<file path="config.mk">
export PLATFORM = sky130hd
export DESIGN_NAME = tl_a_queue
export DESIGN_NICKNAME = d
export VERILOG_FILES = /design/src/rtl/tl_pkg.sv /design/src/rtl/tl_queue_mem.sv /design/src/rtl/tl_a_queue.sv
export SDC_FILE = /design/constraint.sdc
export NUM_CORES = 1
export LEC_CHECK = 0
export ABC_CLOCK_PERIOD_IN_PS = 8200
export CORE_ASPECT_RATIO = 1.25
export CORE_MARGIN = 8
export CORE_UTILIZATION = 62
export DETAILED_ROUTE_END_ITERATION = 8
export DONT_BUFFER_PORTS = 1
export HOLD_SLACK_MARGIN = 0.03
export PLACE_DENSITY = 0.78
export SYNTH_ARGS = -nofsm -noshare
export SYNTH_HDL_FRONTEND = slang
export SYNTH_HIERARCHICAL = 1
export SYNTH_SLANG_ARGS = --single-unit
</file>
<file path="constraint.sdc">
create_clock -name clock -period 8.2 [get_ports clock]
set_input_delay 0.41 -clock clock [delete_from_list [all_inputs] [get_ports clock]]
set_output_delay 0.41 -clock clock [all_outputs]
set_load 0.01 [all_outputs]
</file>
<file path="src/rtl/tl_pkg.sv">
// Shared TileLink A-channel definitions.
// Holds the A-channel opcode encoding, the fixed field widths of the
// opcode/param/size fields and the default address/data/source widths
// used by the A-channel queue and its storage.
package tl_pkg;

  // TileLink A-channel opcodes
  typedef enum logic [2:0] {
    TL_A_PUT_FULL      = 3'd0,
    TL_A_PUT_PARTIAL   = 3'd1,
    TL_A_ARITHMETIC    = 3'd2,
    TL_A_LOGICAL       = 3'd3,
    TL_A_GET           = 3'd4,
    TL_A_INTENT        = 3'd5,
    TL_A_ACQUIRE_BLOCK = 3'd6,
    TL_A_ACQUIRE_PERM  = 3'd7
  } tl_a_opcode_e;

  localparam int TL_OPCODE_W     = 3;
  localparam int TL_PARAM_W      = 3;
  localparam int TL_SIZE_W       = 4;

  localparam int TL_DEF_ADDR_W   = 33;
  localparam int TL_DEF_DATA_W   = 64;
  localparam int TL_DEF_SOURCE_W = 5;

  // Width of one packed queue entry for the given field widths
  function automatic int tl_a_entry_w(input int addr_w, input int data_w,
                                      input int source_w, input int corrupt_w);
    return TL_OPCODE_W + TL_PARAM_W + TL_SIZE_W + source_w + addr_w + data_w + corrupt_w;
  endfunction

endpackage

</file>
<file path="src/rtl/tl_queue_mem.sv">
// Flop-based storage for the A-channel queue.
// DEPTH x WIDTH array, one synchronous write port, one asynchronous read port.
// Contents are deliberately not reset.
//   clock   : rising-edge clock
//   we_i    : write enable
//   waddr_i : write slot
//   wdata_i : write entry
//   raddr_i : read slot
//   rdata_o : entry at raddr_i (combinational)
module tl_queue_mem import tl_pkg::*; #(
  parameter int DEPTH = 2,
  parameter int WIDTH = 8,
  localparam int AW   = $clog2(DEPTH)
) (
  input  logic             clock,
  input  logic             we_i,
  input  logic [AW-1:0]    waddr_i,
  input  logic [WIDTH-1:0] wdata_i,
  input  logic [AW-1:0]    raddr_i,
  output logic [WIDTH-1:0] rdata_o
);

  logic [WIDTH-1:0] mem_q [DEPTH];
  logic [WIDTH-1:0] mem_d [DEPTH];

  // Next array contents: overwrite only the addressed slot
  always_comb begin
    mem_d = mem_q;
    if (we_i) begin
      mem_d[waddr_i] = wdata_i;
    end else begin
      mem_d = mem_q;
    end
  end

  // Storage flops, no reset
  always_ff @(posedge clock) begin
    mem_q <= mem_d;
  end

  assign rdata_o = mem_q[raddr_i];

endmodule

</file>
<file path="src/rtl/tl_a_queue.sv">
// TileLink A-channel ready/valid queue.
// DEPTH-entry FIFO with optional empty-queue bypass (FLOW) and
// accept-while-full-if-draining (PIPE). Head entry is presented
// combinationally from the storage array.
// Optional macro TL_A_QUEUE_CORRUPT_EN adds the io_enq_bits_corrupt
// input and stores it per entry; without it io_deq_bits_corrupt is 0.
//   clock, reset_n      : clock, asynchronous active-low reset
//   io_enq_*            : producer side (ready/valid + A-channel fields)
//   io_deq_*            : consumer side (ready/valid + A-channel fields)
//   io_count            : current occupancy
module tl_a_queue import tl_pkg::*; #(
  parameter int DEPTH    = 2,
  parameter int ADDR_W   = TL_DEF_ADDR_W,
  parameter int DATA_W   = TL_DEF_DATA_W,
  parameter int SOURCE_W = TL_DEF_SOURCE_W,
  parameter int FLOW     = 0,
  parameter int PIPE     = 0,
  localparam int CNT_W   = $clog2(DEPTH + 1)
) (
  input  logic                   clock,
  input  logic                   reset_n,
  output logic                   io_enq_ready,
  input  logic                   io_enq_valid,
  input  logic [TL_OPCODE_W-1:0] io_enq_bits_opcode,
  input  logic [TL_PARAM_W-1:0]  io_enq_bits_param,
  input  logic [TL_SIZE_W-1:0]   io_enq_bits_size,
  input  logic [SOURCE_W-1:0]    io_enq_bits_source,
  input  logic [ADDR_W-1:0]      io_enq_bits_address,
  input  logic [DATA_W-1:0]      io_enq_bits_data,
`ifdef TL_A_QUEUE_CORRUPT_EN
  input  logic                   io_enq_bits_corrupt,
`endif
  input  logic                   io_deq_ready,
  output logic                   io_deq_valid,
  output logic [TL_OPCODE_W-1:0] io_deq_bits_opcode,
  output logic [TL_PARAM_W-1:0]  io_deq_bits_param,
  output logic [TL_SIZE_W-1:0]   io_deq_bits_size,
  output logic [SOURCE_W-1:0]    io_deq_bits_source,
  output logic [ADDR_W-1:0]      io_deq_bits_address,
  output logic [DATA_W-1:0]      io_deq_bits_data,
  output logic                   io_deq_bits_corrupt,
  output logic [CNT_W-1:0]       io_count
);

  localparam int PTR_W = $clog2(DEPTH);
`ifdef TL_A_QUEUE_CORRUPT_EN
  localparam int CORR_W = 1;
`else
  localparam int CORR_W = 0;
`endif
  localparam int ENTRY_W = tl_a_entry_w(ADDR_W, DATA_W, SOURCE_W, CORR_W);

  logic [PTR_W-1:0]   wptr_q, wptr_d;
  logic [PTR_W-1:0]   rptr_q, rptr_d;
  logic               maybe_full_q, maybe_full_d;
  logic [CNT_W-1:0]   count_q, count_d;

  logic               ptr_match_s, empty_s, full_s, bypass_s;
  logic               do_enq_s, do_deq_s;
  logic [ENTRY_W-1:0] wr_entry_s, rd_entry_s, deq_entry_s;

  assign ptr_match_s = (wptr_q == rptr_q);
  assign empty_s     = ptr_match_s & ~maybe_full_q;
  assign full_s      = ptr_match_s & maybe_full_q;
  assign bypass_s    = (FLOW != 32'sd0) & empty_s;

  assign io_enq_ready = (PIPE != 32'sd0) ? (~full_s | io_deq_ready) : ~full_s;
  assign io_deq_valid = (FLOW != 32'sd0) ? (~empty_s | io_enq_valid) : ~empty_s;

  // A bypassed beat goes straight through: no write, no read-pointer move
  assign do_enq_s = io_enq_valid & io_enq_ready & ~(bypass_s & io_deq_ready);
  assign do_deq_s = io_deq_valid & io_deq_ready & ~bypass_s;

`ifdef TL_A_QUEUE_CORRUPT_EN
  assign wr_entry_s = {io_enq_bits_opcode, io_enq_bits_param, io_enq_bits_size,
                       io_enq_bits_source, io_enq_bits_address, io_enq_bits_data,
                       io_enq_bits_corrupt};
`else
  assign wr_entry_s = {io_enq_bits_opcode, io_enq_bits_param, io_enq_bits_size,
                       io_enq_bits_source, io_enq_bits_address, io_enq_bits_data};
`endif

  tl_queue_mem #(
    .DEPTH (DEPTH),
    .WIDTH (ENTRY_W)
  ) u_mem (
    .clock   (clock),
    .we_i    (do_enq_s),
    .waddr_i (wptr_q),
    .wdata_i (wr_entry_s),
    .raddr_i (rptr_q),
    .rdata_o (rd_entry_s)
  );

  // Head selection: producer fields while bypassing, else stored head
  always_comb begin
    deq_entry_s = rd_entry_s;
    if (bypass_s) begin
      deq_entry_s = wr_entry_s;
    end else begin
      deq_entry_s = rd_entry_s;
    end
  end

  assign {io_deq_bits_opcode, io_deq_bits_param, io_deq_bits_size,
          io_deq_bits_source, io_deq_bits_address, io_deq_bits_data} =
         deq_entry_s[ENTRY_W-1:CORR_W];

`ifdef TL_A_QUEUE_CORRUPT_EN
  assign io_deq_bits_corrupt = deq_entry_s[0];
`else
  assign io_deq_bits_corrupt = 1'b0;
`endif

  assign io_count = count_q;

  // Next-state: pointers wrap naturally because DEPTH is a power of two
  always_comb begin
    wptr_d       = wptr_q;
    rptr_d       = rptr_q;
    maybe_full_d = maybe_full_q;
    count_d      = count_q;
    if (do_enq_s) begin
      wptr_d = wptr_q + PTR_W'(1'b1);
    end else begin
      wptr_d = wptr_q;
    end
    if (do_deq_s) begin
      rptr_d = rptr_q + PTR_W'(1'b1);
    end else begin
      rptr_d = rptr_q;
    end
    if (do_enq_s && !do_deq_s) begin
      maybe_full_d = 1'b1;
      count_d      = count_q + CNT_W'(1'b1);
    end else if (!do_enq_s && do_deq_s) begin
      maybe_full_d = 1'b0;
      count_d      = count_q - CNT_W'(1'b1);
    end else begin
      maybe_full_d = maybe_full_q;
      count_d      = count_q;
    end
  end

  // Control state registers
  always_ff @(posedge clock or negedge reset_n) begin
    if (!reset_n) begin
      wptr_q       <= {PTR_W{1'b0}};
      rptr_q       <= {PTR_W{1'b0}};
      maybe_full_q <= 1'b0;
      count_q      <= {CNT_W{1'b0}};
    end else begin
      wptr_q       <= wptr_d;
      rptr_q       <= rptr_d;
      maybe_full_q <= maybe_full_d;
      count_q      <= count_d;
    end
  end

endmodule

</file>
Word level (Yosys, flattened, before mapping)
Cells that the tools add are included.

storage, ports and cells
  flip-flop bits (word level) = 229
  input bits = 116
  word-level logic and storage cells = 39

cells by class
  $add $sub $neg = 4
  order comparisons = 3
  equality and inequality tests = 1
  muxes and demuxes = 10
  bitwise operators = 9
  reduce and logical (&&, ||, !) cells = 6

operators by type and width
  operator               number
  $mux W112              4
  $bwmux W224            1
  $demux W112 S1         1
  $and A1 B1 Y1          4
  $ge A2 B2 Y1 const B   2
  $mux W2                2
  $not A1 Y2             2
  $logic_and A1 B1 Y1    3
  $not A1 Y1             3
  $add A1 B1 Y1 const B  2
  $add A2 B1 Y2 const B  1
  $logic_not A1 Y1       2
  $lt A2 B1 Y1 const B   1
  $mux W1                2
  $reduce_bool A2 Y1     1
  $sub A2 B1 Y2 const B  1
  $eq A1 B1 Y1           1

Depth between registers and ports, before layout
  depth in word-level cells = 8
  depth in mapped cells = 7

Hierarchy
The synthesis kept the hierarchy.

by module, submodules not included
  module        times used  cells each  area each (um^2)
  tl_queue_mem  1           350         8112.8
  tl_a_queue    1           27          265.3

Least setup slack after synthesis
No wires, ideal clock.

  path kind = reg2reg
  from = reg rptr_q
  to = reg u_mem/mem_q[112] (netlist name), enable pin
  arrival time = 5.846 ns
  setup slack = 1.757 ns
  cell stages (with the launch flop) = 5
  buffers on the path = 0
  clock period less this slack = 6.443 ns
  cell sequence = dfrtp_1 -> xnor2_1 -> nand2_1 -> and2_1 -> nor2b_1

between the ends
  cells in the longest elaborated chain, start to end = 4

ends and longest elaborated chain
  element                   RTL line            text
  start: declaration        tl_a_queue.sv:54    logic [PTR_W-1:0] rptr_q, rptr_d;
  start signal: assignment  tl_a_queue.sv:149   rptr_q <= {PTR_W{1'b0}};
  start signal: assignment  tl_a_queue.sv:154   rptr_q <= rptr_d;
  $eq A1 B1 Y1              tl_a_queue.sv:62    assign ptr_match_s = (wptr_q == rptr_q);
  $and A1 B1 Y1             tl_a_queue.sv:64    assign full_s = ptr_match_s & maybe_full_q;
  $not A1 Y1                tl_a_queue.sv:67    assign io_enq_ready = (PIPE != 32'sd0) ? (~full_s | io_deq_ready) : ~full_s;
  named net io_enq_ready    tl_a_queue.sv:22    output logic io_enq_ready,
  $and A1 B1 Y1             tl_a_queue.sv:71    assign do_enq_s = io_enq_valid & io_enq_ready & ~(bypass_s & io_deq_ready);
  named net do_enq_s        tl_a_queue.sv:59    logic do_enq_s, do_deq_s;
  end signal: assignment    tl_queue_mem.sv:38  mem_q <= mem_d;
  end: declaration          tl_queue_mem.sv:23  logic [WIDTH-1:0] mem_q [DEPTH];

The timed path passes the listed nets, and every way through them passes these cells.
A chain may end at the register's enable or synchronous reset.

Worst setup path in the final report
  from = reg rptr_q
  to = out io_deq_bits_address[17]

between the ends
  cells in the longest elaborated chain, start to end = 4

ends and longest elaborated chain
  element                                        RTL line            text
  $not A1 Y2 (not written as such)               tl_queue_mem.sv:41  assign rdata_o = mem_q[raddr_i];
  $mux W112 (not written as such) (3 in series)  tl_queue_mem.sv:41
  end: declaration                               tl_a_queue.sv:39    output logic [ADDR_W-1:0] io_deq_bits_address,

Every way passes these cells. The select of a mux whose other input is x is not followed.

==> results <==
- After floorplanning, the core was sized to cover between 10,000 and 15,000 um2.
- The register cell area after layout is 6855 um2.
- The layout net count is 622.
- In the final layout, the multi-input gates occupy 1413 um2.
- The via count of the first global-routing pass is 4,371.
- The clock network fraction of design power is approximately a quarter.
- Dividing the detail-routed wire length by the instance count gives ~25 um.
- The clock passes through at most 3 buffers.
- The post-route worst hold slack is 100.1 ps.
- The finished layout holds around 700 standard cells, fillers aside.
- Summed over its instances, the top area cell type makes up 80.29% of the synthesized netlist area.
- The post-route netlist has 29.04% of its cells at a drive strength greater than 1.
- The setup check on the worst reg-to-reg path leaves a slack of 5160 ps.
- The clock skew is 16.85 ps.
- The share of synthesized area occupied by flip-flops and latches is 81.78%.
- The data arrival time of the critical path is 2640 ps.
- The die outline area is 17,510 um2.
- The worst path needs 3051 ps of the cycle, external delays included.
- The achievable clock frequency is 327.8 MHz.
- The overall power is 3.577 mW.
- Sorting the synthesized cells by area gives the leading types as edfxtp_1, mux2_2, dfrtp_1.
- The layout-stage area growth over the synthesis result is 23.16%.
- The total of cells resized after clock tree synthesis is 0.
- The count of hold buffers inserted by post-cts repair is 114.
- Counting cells, the worst reg-to-reg path comes to 5.
- In this run the critical register-to-register path is launched from rptr_q$_DFFE_PN0P_.
- Once detail routing completed, the nets flagged for antenna violations numbered 0.
- The total routing resource utilization after global routing is 19.79%.
- The hold violation count in the final report came to 0.
- The post-placement cell count is ~540.
- The number of optimization iterations in the first detailed-route pass is 4.
- The post-CTS setup-driven buffer insertion count is 0.
- Setup repair after global routing left no endpoint under its margin.
- The leakage power summed over all cells is 3.478 nW.
- The worst setup path is captured at an output pin.
- The count of port buffers added during placement is 0.
- The number of synthesized flops with an enable pin is 224.
- The floorplan has between 40 and 50 rows.
- Data on the critical path is required at its endpoint by ~8000 ps.
- Global routing finished with a remaining overflow of 0.
- The die span in x is 120.0 um.
- The number of DRC markers in iteration 0 is approximately 420.
- The launch point of the worst path is rptr_q$_DFFE_PN0P_.
- Summed over all nets, the half-perimeter wirelength after detailed placement is a little over 10,000 um.
- Of the total power, combinational logic draws 26.0%.
- The number of top-level pins is roughly 230.
- Of the available clock period, the critical path in the final layout requires 37.21%.
- Entering global routing, the biggest net connects 94 pins.
- The commonest cells after synthesis are edfxtp_1, mux2_2, buf_6, dfrtp_1.
- Of all nets on the critical path, the largest fanout is 93.
- The TritonCTS clock tree is built.
- Cells fill 77.99% of the core in the end.
- After clock tree synthesis, the clock-pin slew on the worst setup and hold paths is 70 ps.
- The share of total power dissipated in sequential elements is roughly 48%.
- The total of endpoints with negative setup slack in the final report is 0.
- The final-layout fill cell count is 691.
- The combined area of all synthesized cells is 8378 um2.
- The clock sink count is 229.
- In the synthesized netlist the dominant register cell turns out to be edfxtp_1.
- The critical path launch point type is a flop.
- The count of cell types in the netlist is 21.
- The transition time at the pin with the least slew margin is 1187 ps.
- Max-cap violations in this run came to 0.
- Measured against its own limit, the worst slew margin works out to between 20% and 30%.
- The flow ran to the end, and the final reports show no timing, DRC or antenna violations.
- The switching power share of the total is 29.81%.
- CTS built an H-tree with a depth of 1.
- The root buffer cell is clkbuf_16.
- The cell with the most instances after synthesis is edfxtp_1.
- The number of remaining DRC errors is 0.
- The analysis attributes to net switching a power of 1.066 mW.
- The critical path is of the flop to output pin type.
- Across all layers, the routed design uses between 3k and 4k vias.
- In this run the mean area of a mapped cell was 22.22 um2.
- Adding up every negative setup slack in the final design gives 0 ps.
- The final layout contains routed wiring with a total length of 17,660 um.
- The first global-routing pass estimated 26,380 um of wire.
- The later pin in the worst-skew pair is clocked with a latency of 500 ps.
- The overall die height is ~150 um.
- The most area-hungry cell type in the Yosys netlist is edfxtp_1.
- Of all flip-flops after synthesis, the portion carrying an async set or reset was approximately 2.2%.
- The number of clock buffers inserted by TritonCTS is 21.
- The number of register bits inferred by synthesis is 229.
- Routability-driven placement finished with a final weighted congestion of around 0.73.
- Once the floorplan was initialized, standard cells occupied 63.32% of the core.
- The ratio of total power to cell area is roughly 350 nW/um2.
- The internal power of the cells totals 2.510 mW.
- The number of synthesis warnings is 6.
- VDD sags by at most 0.3085 mV.
- In this run the worst hold path is classified as primary input to flop.
- The end of the worst register-to-register path is u_mem/mem_q[96]$_DFFE_PP_.
- In the synthesized netlist, the number of instances is 377.
- The initial antenna violation count is 2.
- Synthesis produced a netlist with a net count of around 490.
- The number of pins exceeding their max-slew limit in the final report came to 0.
- In this run the worst setup path terminates at io_deq_bits_address[17].
- In the routed layout, each cell is associated on average with a via count of 5.668.
==> sequential cells by signal (all words and copies together), names as in the netlist <==
signal	cells
u_mem/mem_q	224
io_count	2
rptr_q	1
maybe_full_q	1
wptr_q	1
==> critical path, cell delays in order (launching register included) <==
cell and delay (ps):
dfrtp_4 640, buf_4 960, mux2_2 480
==> cell type report <==
type	instances	area share, %
Timing Repair Buffer	118	11.35
Clock inverter	9	0.6912
Inverter	1	0.03638
Sequential cell	229	66.44
Tap cell	171	2.073
Clock buffer	29	5.675
Antenna cell	2	0.04850
Multi-Input combinational cell	134	13.69
==> layer usage <==
metal / GRT usage, % / vias to the layer above / share of wire, %
met1: 21.27 / 1940 / 35
met3: 7.415 / 35 / 9.4
met5: 0 / - / 0
met4: 7.639 / 0 / 3.0
met2: 34.44 / 207 / 52
li1: - / 1746 / -
==> power by group through the flow <==
stage / registers [mW] / logic, mW / clock network, mW
6_report: 1.72 / 0.929 / 0.924
5_1_grt: 1.75 / 0.990 / 0.995
4_1_cts: 1.72 / 0.936 / 0.937
3_5_place_dp: 1.74 / 0.878 / 0
3_3_place_gp: 1.72 / 0.869 / 0
2_1_floorplan: 1.74 / 0.748 / 0
==> cells by family after synthesis <==
logic type / Yosys count / synth area share, %
AO/OA/AOI/OAI: 5 / 0.3136
XOR/XNOR: 4 / 0.4182
adder cells (fa/ha/maj): 1 / 0.1493
buffers and inverters: 14 / 1.478
flip-flops: 229 / 81.78
multiplexers: 113 / 15.19
other: 1 / 0.04476
AND/OR/NAND/NOR: 10 / 0.6272
==> worst min path at each step <==
stage / startpoint / end / slack, ps / cells after the start
floorplan: reset_n / io_count[0]$_DFFE_PN0P_ / 110 / 0
global placement: reset_n / io_count[1]$_DFFE_PN0P_ / 110 / 0
detailed placement: reset_n / maybe_full_q$_DFFE_PN0P_ / 110 / 0
CTS: io_enq_valid / wptr_q$_DFFE_PN0P_ / 80 / 2
global route: io_enq_valid / wptr_q$_DFFE_PN0P_ / 90 / 2
finish: io_enq_valid / wptr_q$_DFFE_PN0P_ / 100 / 2
==> cells in the final DEF (no fill, tap or decap), drive strengths merged <==
| cell | count |
|---|---|
| nor2 | 1 |
| dfrtp | 5 |
| a21oi | 1 |
| nand2 | 3 |
| clkinv | 7 |
| buf | 4 |
| o21ai | 3 |
| nand3 | 1 |
| a31oi | 1 |
| conb | 1 |
| nor3b | 1 |
| inv | 2 |
| edfxtp | 224 |
| clkbuf | 29 |
| xnor2 | 2 |
| nand2b | 1 |
| nor2b | 1 |
| xor2 | 2 |
| dlygate4sd3 | 114 |
| mux2 | 113 |
| ha | 1 |
| and2 | 2 |
| diode | 2 |
| bufinv | 1 |
==> stage by stage <==
step                      instance area [um2]  worst slack (ps)
after detailed placement                 8516              5147
after CTS                               10310              5116
after floorplan                          8378              1757
final                                   10320              5149
after global placement                   8516              5208
after global routing                    10320              4929
No activity file was read; power rests on OpenSTA's default activity.
